## src/rtl/pipelined_register_file.sv

```systemverilog
// General-purpose register file with one synchronous write port, two combinational
// read ports, optional write-to-read bypass and a per-register pending-write scoreboard.
module pipelined_register_file #(
    parameter int DATA_W           = 8,
    parameter int NUM_REGS         = 8,
    parameter int ADDR_W           = 3,
    parameter int RESET_INIT_INDEX = 1,
    parameter int BYPASS           = 1,
    parameter int R0_ZERO          = 0
) (
    input  logic                Clk,
    input  logic                Reset,
    input  logic [ADDR_W-1:0]   Read_Reg_Num_1,
    input  logic [ADDR_W-1:0]   Read_Reg_Num_2,
    output logic [DATA_W-1:0]   Read_Data_1,
    output logic [DATA_W-1:0]   Read_Data_2,
    output logic                Read_Busy_1,
    output logic                Read_Busy_2,
    input  logic [ADDR_W-1:0]   Write_Reg_Num,
    input  logic [DATA_W-1:0]   Write_Data,
    input  logic                RegWrite,
    input  logic [ADDR_W-1:0]   Issue_Reg_Num,
    input  logic                Issue_Valid,
    output logic                Issue_Ready,
    output logic [NUM_REGS-1:0] Busy_Vector
);

    // One extra bit so NUM_REGS == 2**ADDR_W is representable.
    localparam logic [ADDR_W:0] NUM_REGS_W = (ADDR_W + 1)'(NUM_REGS);

    logic [DATA_W-1:0]   regs [NUM_REGS];
    logic [NUM_REGS-1:0] busy_q;
    logic [NUM_REGS-1:0] busy_nxt;
    logic                wr_fire;
    logic                set_fire;

    // A "live" index names a real, writable register (in range and not a hardwired r0).
    function automatic logic is_live(input logic [ADDR_W-1:0] idx);
        return ({1'b0, idx} < NUM_REGS_W) && !((R0_ZERO != 0) && (idx == '0));
    endfunction

    assign wr_fire  = Reset && RegWrite && is_live(Write_Reg_Num);

    // A busy target may still issue when its producer writes back this very cycle.
    assign Issue_Ready = Reset && (!is_live(Issue_Reg_Num) || !busy_q[Issue_Reg_Num] ||
                                   (RegWrite && (Write_Reg_Num == Issue_Reg_Num)));
    assign set_fire    = Issue_Valid && Issue_Ready && is_live(Issue_Reg_Num);

    always_comb begin
        for (int i = 0; i < NUM_REGS; i++) begin
            busy_nxt[i] = busy_q[i];
            if (wr_fire && (Write_Reg_Num == ADDR_W'(i)))
                busy_nxt[i] = 1'b0;
            // Set is applied last so a new producer wins over the retiring one.
            if (set_fire && (Issue_Reg_Num == ADDR_W'(i)))
                busy_nxt[i] = 1'b1;
        end
    end

    // NOTE: non-blocking assignments for all state, so every register samples pre-edge values.
    always_ff @(posedge Clk) begin
        if (!Reset) begin
            // NOTE: the array is reset explicitly because software relies on the index init values.
            for (int i = 0; i < NUM_REGS; i++)
                regs[i] <= (RESET_INIT_INDEX != 0) ? DATA_W'(i) : '0;
            busy_q <= '0;
        end else begin
            if (wr_fire)
                regs[Write_Reg_Num] <= Write_Data;
            busy_q <= busy_nxt;
        end
    end

    assign Busy_Vector = busy_q;

    for (genvar p = 0; p < 2; p++) begin : g_read
        logic [ADDR_W-1:0] idx;
        logic [DATA_W-1:0] data;
        logic              busy;

        assign idx = (p == 0) ? Read_Reg_Num_1 : Read_Reg_Num_2;

        always_comb begin
            data = '0;
            busy = 1'b0;
            if (is_live(idx)) begin
                if ((BYPASS != 0) && wr_fire && (Write_Reg_Num == idx)) begin
                    data = Write_Data;
                end else begin
                    data = regs[idx];
                    busy = busy_q[idx];
                end
            end
        end
    end

    assign Read_Data_1 = g_read[0].data;
    assign Read_Data_2 = g_read[1].data;
    assign Read_Busy_1 = g_read[0].busy;
    assign Read_Busy_2 = g_read[1].busy;

endmodule

```

## config.mk

```make
export PLATFORM = sky130hd
export DESIGN_NAME = pipelined_register_file
export DESIGN_NICKNAME = d
export VERILOG_FILES = /design/src/rtl/pipelined_register_file.sv
export SDC_FILE = /design/constraint.sdc
export NUM_CORES = 1
export LEC_CHECK = 0
export ABC_CLOCK_PERIOD_IN_PS = 4000
export CAP_MARGIN = 20
export CORE_MARGIN = 10
export CORE_UTILIZATION = 61
export CTS_CLUSTER_DIAMETER = 50
export DETAILED_ROUTE_END_ITERATION = 16
export PLACE_DENSITY = 0.86
export SLEW_MARGIN = 20
export SYNTH_ARGS = -nofsm -noshare
export SYNTH_HDL_FRONTEND = slang
export SYNTH_SLANG_ARGS = --single-unit
```

## constraint.sdc

```tcl
create_clock -name Clk -period 4 [get_ports Clk]
set_input_delay 0.4 -clock Clk [delete_from_list [all_inputs] [get_ports Clk]]
set_output_delay 0.4 -clock Clk [all_outputs]
set_load 0.02 [all_outputs]
```

==> results.md <==
- Vias in the first global route: 3,210
- Grt ovf: 0
- FILL cells: 432
- Routed wl met3: 1240 um
- Reg-to-reg critical path startpoint: Busy_Vector[7]$_SDFFE_PN0P_
- Cells after Synth: 325
- Global-route wire length before repair: 17,600 um
- Post-synth top area share: 0.439
- CTS max path bufs: 2
- Final Non-Filler Cells: 483
- Die Y: 105 um
- Final Hold Fails: 0
- Share of the yosys chip area belonging to registers: 0.476
- Setup TNS: 0 ns
- Post-DRT Antenna Nets: 0
- Postcts setup bufs: 0
- CP Capture Type: output port
- Dominant cell type by area after synthesis: edfxtp_1
- #FFs+latches synth: 72
- Hpwl dp: 7930 um
- Drt wl/cell: 23.3 um
- Final worst slack: 0.529 ns
- Setup CP Type: primary input to output port
- Synth top cells by count: edfxtp_1, and2_1, nand2_1, mux4_2, nand2b_1
- Num CTS Buffers: 9
- Worst slack, placed: 0.522 ns
- Fmax: 288 MHz
- Syn-to-layout area delta: 17.8%
- Main synth FF type: edfxtp_1
- Post-CTS resize count: 0
- Core Area: 6870 um^2
- Nets: 406
- Post-Syn Nets: 349
- Worst path depth: 5
- P_leak: 1.85 nW
- Reg-to-Reg End: Busy_Vector[5]$_SDFFE_PN0P_
- H-tree depth: 3
- Fraction of final layout cells sized beyond drive strength 1: 0.189
- DIE AREA: 11,000 um^2
- ANT cells: 0
- Starting Density: 0.637
- First-iteration detailed-routing DRC count: 244
- EDFF count, synth: 64
- Final Cycle Share: 0.868
- CP most frequent cell: clkdlybuf4s50_1
- Via-per-instance ratio: 6.30
- Row count: 30
- Clock Latency Late Sink: 0.34 ns
- CTS tree: done
- Critical path required time: 3.60 ns
- Max Cap Viol: 0
- CP arrival: 3.07 ns
- Final hold slack: 0.531 ns
- Cells along the critical path: clkdlybuf4s50_1 -> nand2_2 -> nor4_4 -> mux2_2 -> clkdlybuf4s50_1
- TritonRoute pass-1 iters: 5
- Largest net degree at the start of global routing: 20
- Die span in x: 105 um
- Met2 Wirelength: 5520 um
- Placed cells: 467
- Post-Route WL: 11,200 um
- Port Buf Inserts: 50
- Post-synth ARST share: 0
- Drt drc: 0
- Yosys Warn Count: 0
- Via count: 3,043
- CP endpoint: Read_Data_1[4]
- Placed instance area: 4960 um^2
- Cts hold-fix bufs: 0
- Slew at the pin with the worst max-slew slack: 0.787 ns
- PwrDens: 354 nW/um^2
- Clock root buffer: clkbuf_8
- Maximum vdd drop: 0.000220 V
- Unrepaired setup endpoints after global routing: no
- Buffers plus inverters on the worst setup path: 2
- CP Max Fanout: 16
- Overall global routing resource usage: 0.204
- Setup violation total in the final timing report: 0
- Final Max Tran Viols: 0
- I/O Pins: 51
- Final design area excluding fillers: 5150 um^2
- Top routing layer in use: met4
- Clock skew: 0.00898 ns
- Total power: 1.82 mW
- Count leader, synth: edfxtp_1
- Status: finished, final reports clean
- Final min period: 3.47 ns
- Class of the worst hold path: flip-flop to flip-flop
- Distinct cell type count after synthesis: 32
- Startpoint Class: primary input
- Routability congestion estimate: 0.940
- Syn avg cell area: 13.5 um^2
- Post-layout util: 0.750
- FF-to-FF path depth: 4
- Max-slew headroom: 0.471
- Largest cells by area after synthesis: edfxtp_1, mux4_2, mux4_1
- Critical-path top delay cell: clkdlybuf4s50_1
- Flop-to-flop setup slack: 2.52 ns
- CP startpoint: Reset
- Clock edge transition at the registers on the reported setup and hold paths: 0.08 ns
- Metal-1 WL: 4220 um
- CP delay by family, top: buffers and inverters
- Mapped Area: 4370 um^2
- Clk sinks: 72
- CP max stage delay: 0.80 ns
- Initial antenna violation count: 0
==> worst min-delay path: stages, from the launching register on <==
cell     delay (ns)
dfxtp_1        0.36
inv_1          0.06
o32ai_1        0.06
==> worst min-delay path by stage <==
stage / start / endpoint / slack, ns / cells after the start
after floorplan: Issue_Reg_Num[2] / Busy_Vector[2]$_SDFFE_PN0P_ / 0.52 / 1
after global placement: Busy_Vector[3]$_SDFFE_PN0P_ / Busy_Vector[3]$_SDFFE_PN0P_ / 0.50 / 2
after detailed placement: Busy_Vector[6]$_SDFFE_PN0P_ / Busy_Vector[6]$_SDFFE_PN0P_ / 0.52 / 2
after CTS: Busy_Vector[3]$_SDFFE_PN0P_ / Busy_Vector[3]$_SDFFE_PN0P_ / 0.53 / 2
after global routing: Busy_Vector[6]$_SDFFE_PN0P_ / Busy_Vector[6]$_SDFFE_PN0P_ / 0.55 / 2
final: Busy_Vector[3]$_SDFFE_PN0P_ / Busy_Vector[3]$_SDFFE_PN0P_ / 0.53 / 2
==> logic make-up (layout without fill, tap and decap cells) <==
| logic type | after synthesis | in the layout | synth area share |
|---|---|---|---|
| xor+xnor | 8 | 8 | 0.0160 |
| mux | 56 | 56 | 0.254 |
| compound gates | 19 | 19 | 0.0289 |
| flops | 72 | 72 | 0.476 |
| buf+inv | 27 | 89 | 0.0401 |
| simple gates | 143 | 143 | 0.185 |
==> state kept, by name, summed over array words and instances (netlist names) <==
name         flops
Busy_Vector      8
regs            64
==> layout make-up <==
type                       instances  area, um^2  share of cell area
multi-input combinational        226        2120               0.411
sequential                        72        2080               0.404
timing repair buffer              65         613               0.119
clock buffer                      13         149              0.0289
tap                               96         120              0.0233
clock inverter                     3        42.5             0.00826
inverter                           8        30.0             0.00583
==> per-layer routing <==
layer  GRT usage  vias to the layer above
li1            -                     1345
met1       0.247                     1466
met2       0.342                      205
met3      0.0596                       27
met4      0.0696                        0
met5           0                        -
==> power by group <==
part           internal (mW)  switching, mW  leakage, nW
Clock                  0.305          0.260       0.0936
Combinational          0.181          0.186         1.07
Sequential             0.866         0.0264        0.687
==> placed cells by master, fill, tap and decap left out, drive strengths merged <==
cell           count
clkbuf            13
mux4              38
xor2               8
clkdlybuf4s50     50
dfxtp              8
inv                8
o21ai              8
a2bb2o             1
nor2               9
or2                1
nand2b            21
nor3               3
edfxtp            64
o32ai              3
clkinv             1
mux2              16
nand3              4
buf               15
and2              52
mux2i              2
nand2             37
o31ai              3
clkinvlp           1
nand4b             1
or3               12
nor4               2
nand4              1
o22ai              3
bufinv             1
o31a               1
(Power assumes the default switching activity.)
